`config.mk`:
```
export PLATFORM = sky130hd
export DESIGN_NAME = uart_tx_arbiter
export DESIGN_NICKNAME = d
export VERILOG_FILES = /design/src/rtl/uart_pkg.sv /design/src/rtl/uart_tx_serializer.sv /design/src/rtl/uart_tx_arbiter.sv
export SDC_FILE = /design/constraint.sdc
export NUM_CORES = 1
export LEC_CHECK = 0
export CAP_MARGIN = 15
export CORE_ASPECT_RATIO = 0.7
export CORE_MARGIN = 4
export CORE_UTILIZATION = 43
export CTS_BUF_LIST = sky130_fd_sc_hd__clkbuf_8 sky130_fd_sc_hd__clkbuf_16
export CTS_CLUSTER_DIAMETER = 120
export DETAILED_ROUTE_END_ITERATION = 12
export PLACE_DENSITY = 0.65
export SYNTH_ARGS = -nofsm -noshare
export SYNTH_HDL_FRONTEND = slang
export SYNTH_SLANG_ARGS = --single-unit
```
`constraint.sdc`:
```
create_clock -name ap_clk -period 4.65 [get_ports ap_clk]
set_clock_uncertainty 0.05 [all_clocks]
set_input_delay 1.395 -clock ap_clk [delete_from_list [all_inputs] [get_ports ap_clk]]
set_output_delay 1.395 -clock ap_clk [all_outputs]
set_load 0.02 [all_outputs]
```
`src/rtl/uart_pkg.sv`:
```
// ----------------------------------------------------------------------------
// uart_pkg
// Shared types and constants for the kernel UART transmit path: the
// serializer FSM state encoding, the data width of one UART character, the
// default bit period and the requester id type used by the arbiter.
//
// Optional build macro: UART_TX_PARITY_EN adds the PARITY state.
// ----------------------------------------------------------------------------
package uart_pkg;

    localparam int UART_DATA_BITS       = 8;
    // 100 MHz kernel clock at 115200 baud.
    localparam int DEFAULT_CLKS_PER_BIT = 868;

    typedef logic grant_id_t;
    localparam grant_id_t GRANT_S0 = 1'b0;
    localparam grant_id_t GRANT_S1 = 1'b1;

    typedef enum logic [2:0] {
        ST_IDLE   = 3'd0,
        ST_START  = 3'd1,
        ST_DATA   = 3'd2,
        ST_STOP   = 3'd3
`ifdef UART_TX_PARITY_EN
        ,
        ST_PARITY = 3'd4
`endif
    } tx_state_t;

endpackage

```
`src/rtl/uart_tx_serializer.sv`:
```
// ----------------------------------------------------------------------------
// uart_tx_serializer
// Turns one byte into an 8N1 / 8N2 frame (optionally with an even-parity bit),
// LSB first, on a registered serial output.
//
// Ports:
//   clk, rst_n : kernel clock, asynchronous active-low reset
//   start      : byte accepted this cycle (only honoured while idle)
//   data       : byte to send, captured on start
//   idle       : FSM is in IDLE and can accept a byte
//   done       : pulse on the last cycle of the final stop bit
//   tx         : serial line, idle high
//
// Optional build macro: UART_TX_PARITY_EN inserts a PARITY bit after data
// bit 7.
// ----------------------------------------------------------------------------
module uart_tx_serializer
    import uart_pkg::*;
#(
    parameter int CLKS_PER_BIT = DEFAULT_CLKS_PER_BIT,
    parameter int STOP_BITS    = 1
) (
    input  logic                      clk,
    input  logic                      rst_n,
    input  logic                      start,
    input  logic [UART_DATA_BITS-1:0] data,
    output logic                      idle,
    output logic                      done,
    output logic                      tx
);

    localparam int BAUD_W = (CLKS_PER_BIT > 1) ? $clog2(CLKS_PER_BIT) : 1;
    localparam int IDX_W  = $clog2(UART_DATA_BITS);
    localparam logic [BAUD_W-1:0] BAUD_LOAD = BAUD_W'(CLKS_PER_BIT - 1);
    localparam logic [BAUD_W-1:0] BAUD_ONE  = BAUD_W'(1);
    localparam logic [IDX_W-1:0]  IDX_LAST  = IDX_W'(UART_DATA_BITS - 1);
    localparam logic [IDX_W-1:0]  IDX_ONE   = IDX_W'(1);

    tx_state_t                 state, state_next;
    logic [BAUD_W-1:0]         baud, baud_next;
    logic [IDX_W-1:0]          bit_idx, bit_idx_next;
    logic                      stop_idx, stop_idx_next;
    logic                      tx_next;
    logic [UART_DATA_BITS-1:0] shift, shift_next;
    logic                      bit_end;
    logic                      stop_last;
`ifdef UART_TX_PARITY_EN
    logic                      parity, parity_next;
`endif

    assign bit_end   = (baud == '0);
    assign stop_last = (STOP_BITS == 1) || stop_idx;
    assign idle      = (state == ST_IDLE);

    // tx_next is the value of the bit being entered, so the line is driven
    // straight from a flop and changes on the same edge as the state.
    always_comb begin
        state_next    = state;
        baud_next     = (state != ST_IDLE && !bit_end) ? baud - BAUD_ONE : baud;
        bit_idx_next  = bit_idx;
        stop_idx_next = stop_idx;
        tx_next       = tx;
        shift_next    = shift;
        done          = 1'b0;
`ifdef UART_TX_PARITY_EN
        parity_next   = parity;
`endif
        case (state)
            ST_IDLE: begin
                if (start) begin
                    state_next  = ST_START;
                    baud_next   = BAUD_LOAD;
                    shift_next  = data;
                    tx_next     = 1'b0;
`ifdef UART_TX_PARITY_EN
                    parity_next = ^data;
`endif
                end
            end
            ST_START: begin
                if (bit_end) begin
                    state_next   = ST_DATA;
                    baud_next    = BAUD_LOAD;
                    bit_idx_next = '0;
                    tx_next      = shift[0];
                end
            end
            ST_DATA: begin
                if (bit_end) begin
                    baud_next = BAUD_LOAD;
                    if (bit_idx == IDX_LAST) begin
`ifdef UART_TX_PARITY_EN
                        state_next    = ST_PARITY;
                        tx_next       = parity;
`else
                        state_next    = ST_STOP;
                        stop_idx_next = 1'b0;
                        tx_next       = 1'b1;
`endif
                    end else begin
                        // shift[0] always holds the bit currently on the line
                        bit_idx_next = bit_idx + IDX_ONE;
                        shift_next   = shift >> 1;
                        tx_next      = shift[1];
                    end
                end
            end
`ifdef UART_TX_PARITY_EN
            ST_PARITY: begin
                if (bit_end) begin
                    state_next    = ST_STOP;
                    baud_next     = BAUD_LOAD;
                    stop_idx_next = 1'b0;
                    tx_next       = 1'b1;
                end
            end
`endif
            ST_STOP: begin
                if (bit_end) begin
                    if (stop_last) begin
                        state_next = ST_IDLE;
                        done       = 1'b1;
                    end else begin
                        stop_idx_next = 1'b1;
                        baud_next     = BAUD_LOAD;
                    end
                end
            end
            default: begin
                state_next = ST_IDLE;
                tx_next    = 1'b1;
            end
        endcase
    end

    always_ff @(posedge clk or negedge rst_n) begin
        if (!rst_n) begin
            state    <= ST_IDLE;
            baud     <= '0;
            bit_idx  <= '0;
            stop_idx <= 1'b0;
            tx       <= 1'b1;
        end else begin
            state    <= state_next;
            baud     <= baud_next;
            bit_idx  <= bit_idx_next;
            stop_idx <= stop_idx_next;
            tx       <= tx_next;
        end
    end

    // Payload registers carry no reset: they are always loaded before use.
    always_ff @(posedge clk) begin
        shift  <= shift_next;
`ifdef UART_TX_PARITY_EN
        parity <= parity_next;
`endif
    end

endmodule

```
`src/rtl/uart_tx_arbiter.sv`:
```
// ----------------------------------------------------------------------------
// uart_tx_arbiter
// Shares the kernel UART transmit line between the control-register path (s0)
// and the DMA readback path (s1). Round-robin, one byte per grant; each
// granted byte is sent by uart_tx_serializer.
//
// Ports:
//   ap_clk, ap_rst_n       : kernel clock, asynchronous active-low reset
//   s0_valid/ready/data    : requester 0 byte handshake
//   s1_valid/ready/data    : requester 1 byte handshake
//   uart_tx                : serial output, idle high, driven from a flop
//   tx_busy                : a frame is in progress
//   grant_id               : requester owning the current / most recent frame
//   byte_count             : frames completed since reset (wraps)
//
// Optional build macro: UART_TX_PARITY_EN adds an even-parity bit per frame.
// ----------------------------------------------------------------------------
module uart_tx_arbiter
    import uart_pkg::*;
#(
    parameter int CLKS_PER_BIT = DEFAULT_CLKS_PER_BIT,
    parameter int STOP_BITS    = 1,
    parameter int C_CNT_WIDTH  = 32
) (
    input  logic                      ap_clk,
    input  logic                      ap_rst_n,
    input  logic                      s0_valid,
    output logic                      s0_ready,
    input  logic [UART_DATA_BITS-1:0] s0_data,
    input  logic                      s1_valid,
    output logic                      s1_ready,
    input  logic [UART_DATA_BITS-1:0] s1_data,
    output logic                      uart_tx,
    output logic                      tx_busy,
    output logic                      grant_id,
    output logic [C_CNT_WIDTH-1:0]    byte_count
);

    grant_id_t                 last_grant;
    grant_id_t                 sel;
    logic                      idle;
    logic                      done;
    logic                      start;
    logic                      accept;
    logic [UART_DATA_BITS-1:0] sel_data;

    // On a tie the requester that did not own the previous frame wins; a lone
    // requester always wins, so neither side can starve.
    always_comb begin
        if (s0_valid && s1_valid) begin
            sel = ~last_grant;
        end else if (s1_valid) begin
            sel = GRANT_S1;
        end else begin
            sel = GRANT_S0;
        end
    end

    // Readys are held low while reset is asserted even though the FSM is idle.
    assign accept   = idle && ap_rst_n;
    assign s0_ready = accept && s0_valid && (sel == GRANT_S0);
    assign s1_ready = accept && s1_valid && (sel == GRANT_S1);
    assign start    = s0_ready || s1_ready;
    assign sel_data = (sel == GRANT_S1) ? s1_data : s0_data;
    assign tx_busy  = ~idle;

    always_ff @(posedge ap_clk or negedge ap_rst_n) begin
        if (!ap_rst_n) begin
            grant_id   <= GRANT_S0;
            last_grant <= GRANT_S1;
            byte_count <= '0;
        end else begin
            if (start) begin
                grant_id   <= sel;
                last_grant <= sel;
            end
            if (done) begin
                byte_count <= byte_count + C_CNT_WIDTH'(1);
            end
        end
    end

    uart_tx_serializer #(
        .CLKS_PER_BIT (CLKS_PER_BIT),
        .STOP_BITS    (STOP_BITS)
    ) u_serializer (
        .clk   (ap_clk),
        .rst_n (ap_rst_n),
        .start (start),
        .data  (sel_data),
        .idle  (idle),
        .done  (done),
        .tx    (uart_tx)
    );

endmodule

```
=== Word level (Yosys, flattened, before mapping) ===
Index checks and enable logic that the tools add are counted.

* Input bits: 20
* Logic and storage cells: 71
* Flip-flop bits (word level): 59
* Output and inout port bits: 37

* Mux-type cells: 27
* Reduce and logical (&&, ||, !) cells: 19
* Bitwise logic cells: 4
* Eq/ne operators: 10
* Add/sub/neg operators: 3

{| class="wikitable"
|+ Operators by type and width
! kind !! count
|-
| adder 32 x 1 -> 32 bit (second input constant) || 1
|-
| 2-to-1 mux 8 bit || 4
|-
| 2-to-1 mux 10 bit || 3
|-
| 2-to-1 mux 3 bit || 7
|-
| one-hot mux 10 bit (2 select lines) || 1
|-
| one-hot mux 8 bit (2 select lines) || 1
|-
| one-hot mux 3 bit (4 select lines) || 1
|-
| AND reduction 4 bit || 3
|-
| logical NOT 10 bit || 1
|-
| != test 2 x 1 -> 1 bit (second input constant) || 5
|-
| subtractor 10 x 1 -> 10 bit (second input constant) || 1
|-
| 2-to-1 mux 1 bit || 8
|-
| logical AND 1 bit || 7
|-
| == test 3 x 2 -> 1 bit (second input constant) || 2
|-
| one-hot mux 3 bit (2 select lines) || 1
|-
| AND reduction 5 bit || 1
|-
| inverter 1 bit || 4
|-
| one-hot mux 1 bit (4 select lines) || 1
|-
| nonzero test 2 bit || 2
|-
| adder 3 x 1 -> 3 bit (second input constant) || 1
|-
| == test 3 x 1 -> 1 bit (second input constant) || 1
|-
| == test 3 bit (second input constant) || 1
|-
| logical NOT 3 bit || 1
|-
| nonzero test 3 bit || 1
|-
| other kinds (4) || 4
|}

=== Depth between registers and ports, before layout ===
Gate-level depths: netlist of run 1.

* Depth after elaboration: 7
* Depth in mapped cells: 8
* Mapped depth without buffers: 6

=== Cells and area by module ===
From an unflattened synthesis of run 1, not the netlist that was laid out.

* Cells, all modules: 274
* Area, all modules: 3078.0 um^2

{| class="wikitable"
|+ By module, submodules not included
! module !! area an instance (um^2) !! cells an instance !! sequential area each (um^2) !! times used
|-
| uart_tx_arbiter || 1621.6 || 135 || 852.1 || 1
|-
| uart_tx_serializer || 1456.4 || 139 || 641.9 || 1
|}

=== Worst setup path after synthesis of run 1 ===
Ideal clock, no wire load.

* Path kind: input to output
* From: input port s1_valid
* To: output port s1_ready
* Required time: 3.205 ns
* Arrival: 2.313 ns
* Cell stages on the path: 3
* Buffers on the path: 1
* Slack: 0.892 ns
* Path through: a21boi_0 buf_1 and3_1

* Cells in the longest elaborated chain, start to end: 3
* Elaborated cells on any way between the ends: 5
* Classes of those cells: 2 x mux; 3 x reduce/logical

{| class="wikitable"
|+ RTL lines
! item !! RTL line !! RTL
|-
| from (decl) || uart_tx_arbiter.sv:30 || <nowiki>input logic s1_valid,</nowiki>
|-
| 2-to-1 mux 1 bit or logical AND 1 bit (tied branches) || uart_tx_arbiter.sv:52, uart_tx_arbiter.sv:50 ||
|-
| 2-to-1 mux 1 bit || uart_tx_arbiter.sv:50 || <nowiki>if (s0_valid && s1_valid) begin</nowiki>
|-
| logical AND 1 bit * || uart_tx_arbiter.sv:62 || <nowiki>assign s1_ready = accept && s1_valid && (sel == GRANT_S1);</nowiki>
|-
| to (decl) || uart_tx_arbiter.sv:31 || <nowiki>output logic s1_ready,</nowiki>
|}

Every way passes the cells marked *; elsewhere a longest branch is shown, timed or not.

=== Worst setup path in the final report of run 1 ===
Ends and elaborated chain as after synthesis.

==> key figures, run 1 <==
Route
  • Initial DRT Pass Iterations: 4
  • ANT nets after route: 0
  • Routed wire length: 7419 um
  • Vias: 2,644
  • Number of remaining DRC errors: 0
  • Initial DRC Count: 106
  • DR WL/cell: 15.55 um
  • Vias/cell: 5.543

Worst setup path
  • Worst Path Arrival: 3.01 ns
  • Startpoint types: input port
  • Worst Setup End Kind: output pin
  • CP max FO: 4
  • Critical Path RT: 3.20 ns
  • Crit Path Class: input port to output pin

GRT
  • Initial antenna violation count: 0
  • Vias in the first global route: 2,432
  • Remaining Overflow, GRT: 0
  • Largest net degree at the start of global routing: 53
  • Global-route wire length before repair: 12,400 um
  • Total Routing Usage GR: 17.11%

Synth
  • Most common cell in the netlist: dfrtp_1
  • Post-synthesis cell type count: 55
  • Gate Count Post-Synth: 319
  • Seq cells post-synth: 58
  • Syn nets: 349
  • Post-synthesis sequential area ratio: 45.28%
  • Top FF cell, synth: dfrtp_1
  • Post-synth top cells: dfrtp_1 (48), nand2_1 (24), nand3_1 (21)
  • Area contributors post-synth: dfrtp_1 (36%), edfxtp_1 (7.3%), xnor2_1 (4.8%)
  • Async SR Flop Fraction: 86.21%
  • Leading area contributor after synthesis: dfrtp_1
  • Synth Cell Area: 3299 um^2
  • Synth Area per Inst: 10.34 um^2
  • Post-synth EDFFs: 8
  • Yosys warnings: 0
  • Yosys top cell area share: 36.41%

Floorplan
  • Die height: 81.29 um
  • Ports: 57
  • CORE AREA: 7385 um^2
  • Die X: 112.7 um
  • Die area: 9161 um^2
  • Initial Util: 44.68%
  • Rows: 26

Timing
  • Final setup vio count: 0
  • Min Tclk post-route: 4.458 ns
  • Max Fclk: 0.2243 GHz
  • Final worst slack: 0.1921 ns
  • TNS Setup: 0 ns
  • Slew Viols, Final: 0
  • Period utilization: 95.87%
  • RSZ-0062 raised after global routing: no
  • Slew Limit Headroom: 49.09%
  • Measured slew at the worst slew-check pin: 0.7637 ns
  • Final Hold Vio Count: 0

Finish
  • Multi-input logic area: 1684 um^2
  • Area growth syn-to-layout: 24.31%
  • Final non-filler cell total: 477
  • ANT cells: 0
  • Register area: 1494 um^2
  • Layout cells sized above 1: 10.03%
  • Final Cell Area: 4101 um^2
  • Final Net Count: 406
  • Fill cells: 632

Clocking
  • Postcts setup bufs: 0
  • Reg clk slew, reported paths: 0.07 ns
  • Maximum clock path buffer count: 2
  • Cts hold-fix bufs: 0
  • Clock Latency Late Sink: 0.34 ns
  • H-tree levels: 3
  • TritonCTS buffer count: 9
  • Clk sink count: 58
  • TritonCTS clock tree: built
  • Clock Tree Root: clkbuf_8
  • Post-cts sizing count: 0

Outcome
  • Status: finished, final reports clean

Placed design
  • Gpl congestion: 0.8274
  • Dpl ws: 0.2032 ns
  • Post-placement cell area: 3939 um^2
  • DP HPWL: 5254 um
  • Port bufs: 56
  • Cells after DPL: 463

Flow run
  • Max-Cap Viols: 0

Pwr
  • Sw Pwr: 0.2733 mW
  • Clock share of power: 37.1%
  • Lkg Pwr: 1.857 nW
  • Pint: 0.7991 mW
  • Combinational cell fraction of total power: 9.8%
  • Overall power: 1.072 mW
  • Worst vdd ir: 0.1153 mV
  • Net Sw Frac: 25.48%
  • Part of the power in registers: 53.1%
  • Pwr/cell area: 261.5 nW/um^2

Hold path
  • Hold Crit Class: flip-flop to flip-flop
[final cells by class]
cell class | count | area share [%]
repair buffers | 61 | 14.46
clock buffers | 11 | 3.691
clock inverters | 3 | 0.2746
inverters | 12 | 1.098
multi-input cells | 234 | 41.06
flip-flops and latches | 58 | 36.42
well taps | 98 | 2.990
[metrics by stage]
stage | utilization, % | hold slack (ns)
floorplan | - | 0.4108
global placement | 53.34 | 0.4077
detailed placement | 53.34 | 0.4073
CTS | 55.54 | 0.4199
global route | 55.54 | 0.4440
finish | 55.54 | 0.4160
[path summary, 6_finish.rpt]
kind	from	endpoint	slack, ns	cells past startpoint
max reg2reg	u_serializer.baud[0]	u_serializer.shift[6]	1.93	7
max	s1_valid	s1_ready	0.19	4
min reg2reg	byte_count[31]	byte_count[31]	0.42	1
max in group asynchronous	ap_rst_n	u_serializer.state[1]	2.90	2
min in group asynchronous	ap_rst_n	grant_id	0.80	1
min	byte_count[31]	byte_count[31]	0.42	1
[power by group through the flow]
| stage | Combinational [mW] | Sequential, mW | Clock, mW |
|---|---|---|---|
| after global placement | 0.102 | 0.578 | 0 |
| after floorplan | 0.0646 | 0.570 | 0 |
| after CTS | 0.106 | 0.569 | 0.404 |
| after global routing | 0.117 | 0.573 | 0.432 |
| after detailed placement | 0.105 | 0.578 | 0 |
| final | 0.105 | 0.570 | 0.398 |
[sequential cells by signal, summed over array words and instances (netlist names)]
| register | cells |
|---|---|
| u_serializer.bit_idx | 3 |
| grant_id | 1 |
| u_serializer.tx | 1 |
| u_serializer.baud | 10 |
| u_serializer.shift | 8 |
| u_serializer.state | 2 |
| last_grant | 1 |
| byte_count | 32 |
[worst max-delay path: stages]
cell and delay (ns):
clkdlybuf4s50_1 0.52, a21boi_1 0.27, and3_1 0.22, clkdlybuf4s50_1 0.61
[layer usage]
| layer | track usage (%) | wire [um] | up-vias |
|---|---|---|---|
| li1 | - | - | 1271 |
| met1 | 25.63 | 3676 | 1293 |
| met2 | 23.88 | 3286 | 74 |
| met3 | 5.659 | 408 | 6 |
| met4 | 3.601 | 47 | 0 |
| met5 | 0 | 0 | - |
[cells in the final DEF (no fill, tap or decap), types with 10 or more instances in the layout]
cell type and count:
nor2_1 20, xnor2_1 18, nand2_1 24, xor2_1 14, clkdlybuf4s50_1 55, dfrtp_1 48
mux2i_1 13, nor3_1 11, a21oi_1 10, ha_1 10, clkbuf_8 11, nand4_1 17
inv_1 15, o21ai_0 12, nand3_1 21
[cell families after synthesis]
logic type                 count (synthesis)  share of synthesized area [%]
AOI/OAI and AO/OA                         41                          7.888
xor gates and xnor gates                  32                          8.495
adders and majority gates                 10                          3.792
buffers and inverters                     27                          3.678
DFF                                       58                          45.28
muxes                                     15                          4.626
and+or+nand+nor                          136                          26.24
Power figures use the tool's default switching activity.
==> run 2, diff against run 1 <==
- PLACE_DENSITY: 0.65 -> 0.66
- SLEW_MARGIN: unset -> 25
- SYNTH_HIERARCHICAL: unset -> 1
==> run 2 against run 1 <==
Synthesized cell count is 14% lower. Highest routed layer unchanged. Final area is 4.1% lower. Utilization is 1.8 points higher. Critical path type unchanged. Non-clock buffer count is 3 lower. Worst hold slack better by 0.014 ns. Via count is 14% lower. Register-to-register slack worse by 0.56 ns. Clock power is 19% higher. Worst setup slack worse by 0.021 ns.
==> key figures, run 2 <==
Clocking
  • Postcts setup bufs: 0 (unchanged)
  • H-tree levels: 3 (unchanged)
  • TritonCTS buffer count: 9 (unchanged)
  • Clock Latency Late Sink: 0.34 ns (about the same)
  • Clk sink count: 58 (unchanged)
  • Cts hold-fix bufs: 0 (unchanged)
  • Clock Tree Root: clkbuf_8
  • Maximum clock path buffer count: 2 (unchanged)
  • Post-cts sizing count: 0 (unchanged)
  • TritonCTS clock tree: built
  • Reg clk slew, reported paths: 0.08 ns (about the same)

Placed design
  • DP HPWL: 4789 um (-8.9%)
  • Port bufs: 56 (unchanged)
  • Post-placement cell area: 3731 um^2 (-5.3%)
  • Gpl congestion: 0.7553 (-8.7%)

Worst setup path
  • Worst setup path startpoint: s1_valid
  • CP endpoint: s1_ready
  • Critical Path RT: 3.20 ns (about the same)
  • Worst Path Arrival: 3.03 ns (+0.02 ns)
  • Crit Path Class: input port to output pin
  • Reg2Reg Depth: 9 (+2)
  • RR Startpoint: u_serializer/baud[0]
  • R2r setup slk: 1.37 ns (-0.56 ns)
  • Startpoint types: input port
  • Reg2reg end: byte_count[29]
  • CP max FO: 6 (+2)
  • Worst Setup End Kind: output pin

Finish
  • Commonest non-fill, non-tap cells in the layout: clkdlybuf4s50_1 (55), dfrtp_1 (48), xnor2_1 (23)
  • Layout cells sized above 1: 15.00% (+5.0 points)
  • Top reg by flops: byte_count
  • Commonest non-fill, non-tap cell in the layout: clkdlybuf4s50_1
  • Final Util: 57.39% (+1.8 points)
  • ANT cells: 0 (unchanged)
  • Multi-input logic area: 1526 um^2 (-9.4%)
  • Final Net Count: 365 (-10%)
  • Register area: 1494 um^2 (unchanged)
  • Max reg flops: 32 (unchanged)
  • Largest regs: byte_count (32), u_serializer/baud (10), u_serializer/shift (8)
  • Area growth syn-to-layout: 27.72%
  • Final Cell Area: 3931 um^2 (-4.1%)
  • Fill cells: 593 (-6.2%)

Hold path
  • Hold Crit Class: flip-flop to flip-flop

Timing
  • Final setup vio count: 0 (unchanged)
  • Slew Viols, Final: 0 (unchanged)
  • Min Tclk post-route: 4.479 ns (+0.02137 ns)
  • RSZ-0062 raised after global routing: no
  • Max Fclk: 0.2232 GHz (-0.48%)
  • Measured slew at the worst slew-check pin: 0.7682 ns (+0.004552 ns)
  • Slew Limit Headroom: 48.60% (-0.49 points)
  • Final Hold Vio Count: 0 (unchanged)
  • Period utilization: 96.33% (+0.46 points)
  • TNS Setup: 0 ns (unchanged)

Synth
  • Seq cells post-synth: 58 (unchanged)
  • Post-synth top cells: dfrtp_1 (48), xnor2_1 (23), nand2_1 (17), nand3_1 (17), mux2_2 (16)
  • Post-synth EDFFs: 8 (unchanged)
  • Yosys top cell area share: 39.02% (+2.6 points)
  • Post-synthesis cell type count: 51 (-7.3%)
  • Syn nets: 304 (-13%)
  • Synth Cell Area: 3078 um^2 (-6.7%)
  • Post-synthesis sequential area ratio: 48.54% (+3.3 points)
  • Yosys warnings: 6 (+6)
  • Async SR Flop Fraction: 86.21% (unchanged)
  • Top FF cell, synth: dfrtp_1
  • Leading area contributor after synthesis: dfrtp_1
  • Gate Count Post-Synth: 274 (-14%)
  • Area contributors post-synth: dfrtp_1 (39%), edfxtp_1 (7.8%), xnor2_1 (6.5%)
  • Most common cell in the netlist: dfrtp_1
  • Synth Area per Inst: 11.23 um^2 (+8.6%)

Pwr
  • Pwr/cell area: 260.7 nW/um^2 (-0.27%)
  • Lkg Pwr: 1.681 nW (-9.5%)
  • Worst vdd ir: 0.1459 mV (+27%)
  • Overall power: 1.025 mW (-4.4%)

GRT
  • Largest net degree at the start of global routing: 53 (unchanged)
  • Global-route wire length before repair: 11,250 um (-9.3%)
  • Vias in the first global route: 2,271 (-6.6%)
  • Total Routing Usage GR: 16.72% (-0.39 points)
  • Remaining Overflow, GRT: 0 (unchanged)
  • Initial antenna violation count: 0 (unchanged)

Outcome
  • Status: finished, final reports clean

Route
  • Initial DRC Count: 103 (-2.8%)
  • Vias: 2,276 (-14%)
  • DR WL/cell: 15.28 um (-1.7%)
  • ANT nets after route: 0 (unchanged)
  • Vias/cell: 5.244 (-5.4%)
  • Routed wire length: 6633 um (-11%)
  • Initial DRT Pass Iterations: 4 (unchanged)
  • Number of remaining DRC errors: 0 (unchanged)

Floorplan
  • Die height: 78.79 um (-3.1%)
  • Rows: 25 (-3.8%)
  • Ports: 57 (unchanged)
  • Die area: 8597 um^2 (-6.2%)
  • Initial Util: 44.93% (+0.25 points)
  • CORE AREA: 6850 um^2 (-7.2%)
  • Die X: 109.1 um (-3.2%)

Flow run
  • Max-Cap Viols: 0 (unchanged)
==> run 2: changes by cell type in the layout (fill, tap and decap cells not counted), sizes merged, moves of 5 or more <==
cell | before | now
nand4 | 18 | 11
nor3 | 12 | 5
mux2 | 2 | 18
inv | 15 | 9
nand2 | 24 | 18
nand3 | 23 | 18
nor2b | 1 | 7
mux2i | 13 | 3
xnor2 | 18 | 23
nor2 | 20 | 14
==> run 2: area by class of cell <==
class                   instances  area share [%]
well taps                      94           2.992
repair buffers                 58           14.51
clock inverters                 7           1.941
clock buffers                   9           3.151
multi-input cells             202           38.83
flip-flops and latches         58           38.00
inverters                       6          0.5729
==> run 2: critical path: stages <==
cell	delay, ns
clkdlybuf4s50_1	0.50
a21boi_2	0.30
and3_1	0.23
clkdlybuf4s50_1	0.61
==> run 2: where the power goes <==
group          switching, mW  leakage (nW)  internal, mW  total [mW]
Sequential                 0         0.733         0.515       0.515
Combinational         0.0155         0.855        0.0233      0.0388
Clock                  0.221        0.0928         0.251       0.472
==> run 2: worst min-delay path by stage <==
| stage | to | cells past startpoint | slack, ns | start |
|---|---|---|---|---|
| 2_1_floorplan | last_grant | 2 | 0.42 | last_grant |
| 5_1_grt | byte_count[31] | 1 | 0.45 | byte_count[31] |
| 4_1_cts | byte_count[31] | 1 | 0.43 | byte_count[31] |
| 3_3_place_gp | byte_count[31] | 1 | 0.41 | byte_count[31] |
| 3_5_place_dp | byte_count[31] | 1 | 0.42 | byte_count[31] |
| 6_report | byte_count[31] | 1 | 0.43 | byte_count[31] |
==> run 2: routing by layer <==
layer	global-route usage (%)	wire length, um	up-vias
li1	-	-	1113
met1	25.39	3487	1120
met2	22.43	2816	39
met3	6.580	300	4
met4	3.026	29	0
met5	0	0	-
==> run 2: metrics by stage <==
step | instances | hold WS, ns | worst slack (ns)
after floorplan | 274 | 0.4204 | 1.128
after global placement | 418 | 0.4108 | 0.2043
after detailed placement | 418 | 0.4150 | 0.1646
after CTS | 434 | 0.4301 | 0.1624
after global routing | 434 | 0.4530 | 0.09831
final | 434 | 0.4297 | 0.1707
==> run 2: cells by family after synthesis <==
family / after synthesis / share of synthesized area (%)
AOI/OAI and AO/OA: 34 / 7.521
muxes: 21 / 7.683
xor gates and xnor gates: 33 / 9.390
adders and majority gates: 10 / 4.065
and+or+nand+nor: 104 / 20.93
DFF: 58 / 48.54
buffers and inverters: 14 / 1.870
==> run 3, diff against run 2 <==
- SLEW_MARGIN: 25 -> 20
==> results of run 3 <==
Same layout as run 2: the final DEF is identical, and so are final timing and power.
